**src/rtl/flunky_apb_master.sv**
```systemverilog
// flunky_apb_master
//   Bridges a PicoRV32 native memory port onto an APB3 initiator. Each
//   in-window core request becomes exactly one APB transfer. Read data and a
//   one-cycle completion pulse go back to the core. An APB slave error or an
//   ACCESS-phase timeout sets a sticky error flag and records the core address
//   of the first failing transfer since the last clear.
//
//   Ports
//     clk, resetn          clock (rising edge), asynchronous active-low reset
//     mem_valid/addr/      core request: valid, byte address, write data,
//     wdata/wstrb          byte strobes (0 = read)
//     mem_ready/rdata      completion pulse, read data (held until next read)
//     paddr..pstrb         APB request outputs
//     prdata/pready/pslverr APB response inputs
//     err_clr              clears err_flag/err_addr (wins over a new error)
//     err_flag/err_addr    sticky error, address of first failing transfer
//     busy                 high whenever the bridge is not idle
module flunky_apb_master #(
   parameter int unsigned ADDR_W   = 16,
   parameter logic [31:0] WIN_BASE = 32'h0300_0000,
   parameter logic [31:0] WIN_MASK = 32'hFFFF_0000,
   parameter int unsigned TIMEOUT  = 255,
   parameter logic [31:0] ERR_DATA = 32'hDEAD_BEEF
) (
   input  logic              clk,
   input  logic              resetn,
   input  logic              mem_valid,
   input  logic [31:0]       mem_addr,
   input  logic [31:0]       mem_wdata,
   input  logic [3:0]        mem_wstrb,
   output logic              mem_ready,
   output logic [31:0]       mem_rdata,
   output logic [ADDR_W-1:0] paddr,
   output logic              psel,
   output logic              penable,
   output logic              pwrite,
   output logic [31:0]       pwdata,
   output logic [3:0]        pstrb,
   input  logic [31:0]       prdata,
   input  logic              pready,
   input  logic              pslverr,
   input  logic              err_clr,
   output logic              err_flag,
   output logic [31:0]       err_addr,
   output logic              busy
);

   // Counter only needs to reach TIMEOUT-1; the terminal ACCESS cycle is
   // detected combinationally against that value.
   localparam int unsigned CNT_W = (TIMEOUT > 1) ? $clog2(TIMEOUT) : 1;
   localparam logic [CNT_W-1:0] TO_LAST = CNT_W'(TIMEOUT - 1);

   typedef enum logic [1:0] {
      S_IDLE,
      S_SETUP,
      S_ACCESS,
      S_DONE
   } state_t;

   state_t           r_state;
   logic [CNT_W-1:0] r_cnt;
   logic [31:0]      r_addr;

   logic w_in_win;
   logic w_start;
   logic w_timeout;
   logic w_fail;

   assign w_in_win  = ((mem_addr & WIN_MASK) == WIN_BASE);
   // mem_ready guards against re-issuing the request the core is still
   // holding during the completion cycle.
   assign w_start   = mem_valid & w_in_win & ~mem_ready;
   assign w_timeout = (TIMEOUT != 0) && (r_state == S_ACCESS) && !pready
                      && (r_cnt == TO_LAST);
   assign w_fail    = (r_state == S_ACCESS) && ((pready && pslverr) || w_timeout);

   always_ff @(posedge clk or negedge resetn) begin
      if (!resetn) begin
         r_state   <= S_IDLE;
         r_cnt     <= '0;
         r_addr    <= '0;
         mem_ready <= 1'b0;
         mem_rdata <= '0;
         paddr     <= '0;
         psel      <= 1'b0;
         penable   <= 1'b0;
         pwrite    <= 1'b0;
         pwdata    <= '0;
         pstrb     <= '0;
         err_flag  <= 1'b0;
         err_addr  <= '0;
         busy      <= 1'b0;
      end else begin
         mem_ready <= 1'b0;

         // A clear in the same cycle as a new failure drops that failure.
         if (err_clr) begin
            err_flag <= 1'b0;
            err_addr <= '0;
         end else if (w_fail && !err_flag) begin
            err_flag <= 1'b1;
            err_addr <= r_addr;
         end

         case (r_state)
            S_IDLE: begin
               if (w_start) begin
                  r_addr  <= mem_addr;
                  paddr   <= {mem_addr[ADDR_W-1:2], 2'b00};
                  pwdata  <= mem_wdata;
                  pstrb   <= mem_wstrb;
                  pwrite  <= |mem_wstrb;
                  psel    <= 1'b1;
                  busy    <= 1'b1;
                  r_state <= S_SETUP;
               end
            end
            S_SETUP: begin
               penable <= 1'b1;
               r_cnt   <= '0;
               r_state <= S_ACCESS;
            end
            S_ACCESS: begin
               if (pready) begin
                  if (!pwrite) mem_rdata <= pslverr ? ERR_DATA : prdata;
                  psel      <= 1'b0;
                  penable   <= 1'b0;
                  mem_ready <= 1'b1;
                  r_state   <= S_DONE;
               end else if (w_timeout) begin
                  if (!pwrite) mem_rdata <= ERR_DATA;
                  psel      <= 1'b0;
                  penable   <= 1'b0;
                  mem_ready <= 1'b1;
                  r_state   <= S_DONE;
               end else begin
                  r_cnt <= r_cnt + CNT_W'(1);
               end
            end
            S_DONE: begin
               busy    <= 1'b0;
               r_cnt   <= '0;
               r_state <= S_IDLE;
            end
            default: r_state <= S_IDLE;
         endcase
      end
   end

endmodule

```
**config.mk**
```make
export PLATFORM = sky130hd
export DESIGN_NAME = flunky_apb_master
export DESIGN_NICKNAME = d
export VERILOG_FILES = /design/src/rtl/flunky_apb_master.sv
export SDC_FILE = /design/constraint.sdc
export NUM_CORES = 1
export LEC_CHECK = 0
export BUFFER_PORTS_ARGS = -buffer_cell sky130_fd_sc_hd__buf_4
export CAP_MARGIN = 10
export CORE_ASPECT_RATIO = 2
export CORE_MARGIN = 1.5
export CORE_UTILIZATION = 50
export CTS_CLUSTER_DIAMETER = 120
export DETAILED_ROUTE_END_ITERATION = 8
export GPL_TIMING_DRIVEN = 1
export PLACE_DENSITY_LB_ADDON = 0.25
export SYNTH_ARGS = -nofsm -noshare
export SYNTH_HDL_FRONTEND = slang
export SYNTH_SLANG_ARGS = --single-unit
```
**constraint.sdc**
```tcl
create_clock -name clk -period 2.7 [get_ports clk]
set_input_delay 0.27 -clock clk [delete_from_list [all_inputs] [get_ports clk]]
set_output_delay 0.27 -clock clk [all_outputs]
set_load 0.01 [all_outputs]
```
Yosys cells after proc, flatten, opt, wreduce, memory -nomap -nowiden
Cells that the tools add are included.

Register bits: 162. Bits in latches: 0. Memory bits (writable): 0. Memory bits (read-only): 0. Input port bits: 106. Output and inout bits: 122. Logic and storage cells: 78. Memories kept: 0.

Add/subtract/negate cells: 1. $mul: 0. Divide/modulo/power cells: 0. Magnitude comparators: 0. Equality and inequality tests: 11. Shift-type cells: 0. Muxes and demuxes: 25. Bitwise gates (word level): 3. Reductions and logical operators: 24.

Operators with widths (count): two-way mux 32 bit (7); == test 16 x 10 -> 1 bit, second input constant (1); two-way mux 8 bit (2); one-hot mux 8 bit (2 select lines) (1); nonzero test 2 bit (6); inequality test 2 bit, second input constant (5); adder 8 x 1 -> 8 bit, second input constant (1); == test 8 bit, second input constant (1); two-way mux 1 bit (8); one-hot mux 2 bit (4 select lines) (1); AND reduction 2 bit (4); two-way mux 2 bit (3); one-hot mux 1 bit (2 select lines) (3); AND reduction 3 bit (2); logical AND 1 bit (5); == test 2 bit, second input constant (2); AND reduction 4 bit (1); OR reduction 4 bit (1); inequality test 3 bit, second input constant (1); AND 1 bit (2); == test 2 x 1 -> 1 bit, second input constant (1); zero test 1 bit (2); zero test 2 bit (1); OR reduction 2 bit (1); 2 further kinds (2).

Depth between registers and ports, before layout
Word-level depth: 8. Depth in mapped cells: 8. Mapped depth without buffers: 6.

Worst setup path before layout
Ideal clock, no wire load.

Path kind: register to register. Start point: register r_state[0]. End point: register mem_rdata[15]. Setup time: 0.125 ns. Arrival time: 1.765 ns. Required time: 2.575 ns. Setup slack: 0.810 ns. Cell stages (with the launch flop): 8. Buffers on the path: 2. Clock period less this slack: 1.890 ns. Cell sequence: dfrtp_1 inv_1 ha_1 buf_2 inv_1 nor3_4 buf_4 mux2_2.

Cells in the longest elaborated chain, start to end: 5. Elaborated cells between the ends (all ways): 6. Classes of those cells: 2 x eq/ne; 4 x reduce/logical.

Ends and longest elaborated chain: from (decl) (RTL line 60) `state_t r_state;`; from (signal assigned) (RTL line 79) `r_state <= S_IDLE;`; from (signal assigned) (RTL line 115) `r_state <= S_SETUP;`; from (signal assigned) (RTL line 121) `r_state <= S_ACCESS;`; == test 2 bit (*) (RTL line 73, 105); logical AND 1 bit (RTL line 73) `assign w_timeout = (TIMEOUT != 0) && (r_state == S_ACCESS) && !pready`; logical AND 1 bit (RTL line 74) `&& (r_cnt == TO_LAST);`; inequality test 2 bit (no source line) / nonzero test 2 bit (equally long branches); AND reduction 4 bit (no source line) (*); to (signal assigned) (RTL line 125) `if (!pwrite) mem_rdata <= pslverr ? ERR_DATA : prdata;`; to (decl) (RTL line 32) `output logic [31:0] mem_rdata,`.

Every way passes the cells marked *; elsewhere a longest branch is shown, timed or not. A chain may end at the register's enable or synchronous reset.

Worst setup path after layout
Start point: register r_cnt[0]. End point: register err_addr[11].

Cells in the longest elaborated chain, start to end: 6.

Ends and longest elaborated chain: from (decl) (RTL line 61) `logic [CNT_W-1:0] r_cnt;`; from (signal assigned) (RTL line 137) `r_cnt <= r_cnt + CNT_W'(1);`; == test 8 bit (RTL line 74); logical AND 1 bit (RTL line 74); logical OR 1 bit (RTL line 75) `assign w_fail = (r_state == S_ACCESS) && ((pready && pslverr) || w_timeout);`; logical AND 1 bit (RTL line 75); logical AND 1 bit (RTL line 100) `end else if (w_fail && !err_flag) begin`; nonzero test 2 bit (no source line); to (signal assigned) (RTL line 102) `err_addr <= r_addr;`; to (decl) (RTL line 44) `output logic [31:0] err_addr,`.

No other way between the ends.

==> metrics.yaml <==
drt-initial-drc-count: 215
cts.repair.resized: 0
syn_inst: 525
insertion_delay_ns: 0.42
rows: 58
port_buffers: 225
ir_drop_v: 0.000579
relSlewSlack_pct: 33.1
num_antenna_cells: 0
cts-root-buf: "clkbuf_16"
die_h_um: 163
period_minus_slack_ns: 2.12
cts_sinks: 148
grt-ovfl-total: 0
avgSynthCellArea_um2: 12.1
setup_violations: 0
stdcell_count: 896
timing.final.crit_share_pct: 78.3
numCtsBuffers: 17
nFillCells: 934
path_clk_slew_ns: 0.07
gr-max-usage-layer: "met2"
multi_input_area_um2: 2330
yosysWarnings: 0
grt_pass1_vias: 5225
num_vias: 4816
crit_type: "reg -> reg"
grt_max_degree: 70
first_pass_iters: 4
gp_congestion: 0.857
cts_tree: "yes"
yosys_register_bits: 148
nNetsFinal: 846
critPathMaxFanout: 32
drc: 0
drv_cap: 0
ant_nets: 0
finClkSkew_ns: 0.0137
viasPerCell: 5.38
placed_cells: 863
use_met2_pct: 42.5
synth_cell_types: 43
rsz0062_at_grt: "false"
grt_util_met1_pct: 25.1
worst-slew-pin-transition_ns: 1.00
fmaxAchievable_mhz: 473
hold_viol_final: 0
p_per_area_nw_per_um2: 767
worst_ep_arrival_time_ns: 2.45
synth_area_um2: 6380
wl_mm: 15.1
slew_viol_final: 0
required_ns: 3.03
initial_core_util_pct: 51.1
use_met3_pct: 5.68
ys_seq_area_share_pct: 58.1
coreArea_um2: 12500
cts_buffer_depth: 2
grt_pass1_wl_mm: 25.1
die-area_um2: 13500
worst_setup_path_end_kind: "flop"
cts_max_level: 4
syn_to_final_growth_pct: 36.3
hp-class: "in -> reg"
p_leak_nw: 4.29
status: "finished clean"
finalSetupTns_ns: 0
dpl.hpwl_mm: 11.0
startpoint_type: "flop"
wl_per_cell_um: 16.9
seqCellArea_um2: 3700
pin_count: 228
post_route_cells_drive_above_1_share_pct: 39.9
antenna_found_initial: 0
die_x_um: 82.9
grt.total_usage_pct: 23.1
cells in the final DEF, fill, tap and decap left out, types with 3 or more instances in the layout:
cell type and instances:
inv_6 5, o22ai_1 5, clkbuf_16 17, nor2_1 5, nand2_1 15, ha_1 7, a211oi_1 3, a21oi_1 35
nand3_1 38, inv_1 21, mux2i_1 10, o21ai_0 36, nor2b_1 14, a221oi_1 3, dfrtp_1 148, nor3_1 4
mux2_2 20, mux2_1 59, nand2b_1 27, buf_4 231, inv_8 6
path summary, 6_finish.rpt:
path | start | end | slack [ns] | cells after the start
setup / recovery | r_cnt[0] | err_addr[11] | 0.58 | 6
hold / removal | mem_wdata[2] | pwdata[2] | 0.06 | 2
setup reg to reg | r_cnt[0] | err_addr[11] | 0.58 | 6
hold reg to reg | r_addr[24] | r_addr[24] | 0.47 | 1
max in group asynchronous | resetn | err_addr[3] | 1.57 | 3
min in group asynchronous | resetn | mem_rdata[24] | 0.36 | 2
Yosys cell counts, drive strengths merged:
library cell / n / area [um^2]
nor3: 5 / 36.3
a32o: 1 / 10.0
a221oi: 3 / 26.3
clkbuf: 14 / 52.6
ha: 7 / 87.6
a21o: 1 / 7.51
nor2b: 15 / 93.8
nor4b: 2 / 30.0
nand4b: 1 / 15.0
nor4: 2 / 25.0
nand2: 15 / 56.3
or2: 2 / 12.5
mux2: 79 / 890
a22o: 1 / 8.76
a211oi: 3 / 22.5
a211o: 1 / 8.76
buf: 33 / 229
a21oi: 36 / 184
conb: 1 / 3.75
o2bb2ai: 1 / 8.76
o211ai: 2 / 15.0
and3: 1 / 6.26
nand2b: 27 / 169
nor2: 7 / 33.8
a21boi: 1 / 7.51
o22ai: 5 / 31.3
inv: 21 / 78.8
or4: 1 / 7.51
o21ai: 36 / 180
o32ai: 1 / 8.76
mux2i: 10 / 100
o31ai: 1 / 12.5
dfrtp: 148 / 3700
nand4: 1 / 6.26
o31a: 1 / 8.76
nand3: 38 / 190
and4: 1 / 11.3
sequential cells by signal, indices dropped and copies added (netlist names):
| name | flops |
|---|---|
| pwdata | 32 |
| r_cnt | 8 |
| penable | 1 |
| psel | 1 |
| mem_rdata | 32 |
| err_addr | 32 |
| r_addr | 32 |
| err_flag | 1 |
| pwrite | 1 |
| r_state | 2 |
| pstrb | 4 |
| mem_ready | 1 |
| busy | 1 |
repair_timing:
item / 4_1_cts / 5_1_grt
hold endpoints to repair: 51 / 0
hold buffers: 1 / 0
buffers inserted: 0 / 0
endpoints found under the setup margin: 0 / 0
area by class of cell:
| class | count | share of cell area (%) |
|---|---|---|
| inverters | 21 | 0.906 |
| clock inverters | 14 | 1.83 |
| repair buffers | 235 | 20.6 |
| flip-flops and latches | 148 | 42.6 |
| well taps | 150 | 2.16 |
| clock buffers | 18 | 5.05 |
| multi-input cells | 310 | 26.8 |
metrics by stage:
stage / hold slack (ns) / setup WS (ns) / area, um^2 / power (mW) / util [%]
5_1_grt: 0.0550 / 0.260 / 8700 / 7.00 / 69.7
6_report: 0.0649 / 0.585 / 8700 / 6.67 / 69.7
3_3_place_gp: 0.242 / 0.681 / 8090 / 4.26 / 64.8
3_5_place_dp: 0.245 / 0.568 / 8090 / 4.35 / 64.8
4_1_cts: 0.0530 / 0.570 / 8700 / 6.73 / 69.7
2_1_floorplan: -0.0256 / 0.810 / 6380 / 3.58 / -
power by group:
group / internal (mW) / switching (mW)
Combinational: 0.766 / 0.892
Clock: 1.35 / 1.02
Sequential: 2.48 / 0.165
Total: 4.59 / 2.07
worst max-delay path, cell delays in order (launching register included):
cell and delay, ns:
dfrtp_1 0.39, inv_1 0.09, ha_1 0.21, nand3_1 0.13, o31a_1 0.81, o21ai_0 0.21, a21oi_1 0.20
kinds of logic after synthesis:
family	Yosys count	share of synthesized area (%)
AOI/OAI and AO/OA	94	8.47
and+or+nand+nor	118	10.9
muxes	89	15.5
other	1	0.0588
adders and majority gates	7	1.37
DFF	148	58.1
buffers and inverters	68	5.65
metal layers:
layer / up-vias / wire (um)
met5: - / 0
met4: 0 / 410
met3: 34 / 885
met2: 201 / 8470
met1: 2353 / 5380
li1: 2228 / -
Note: power is estimated with default switching activity, not from simulation.
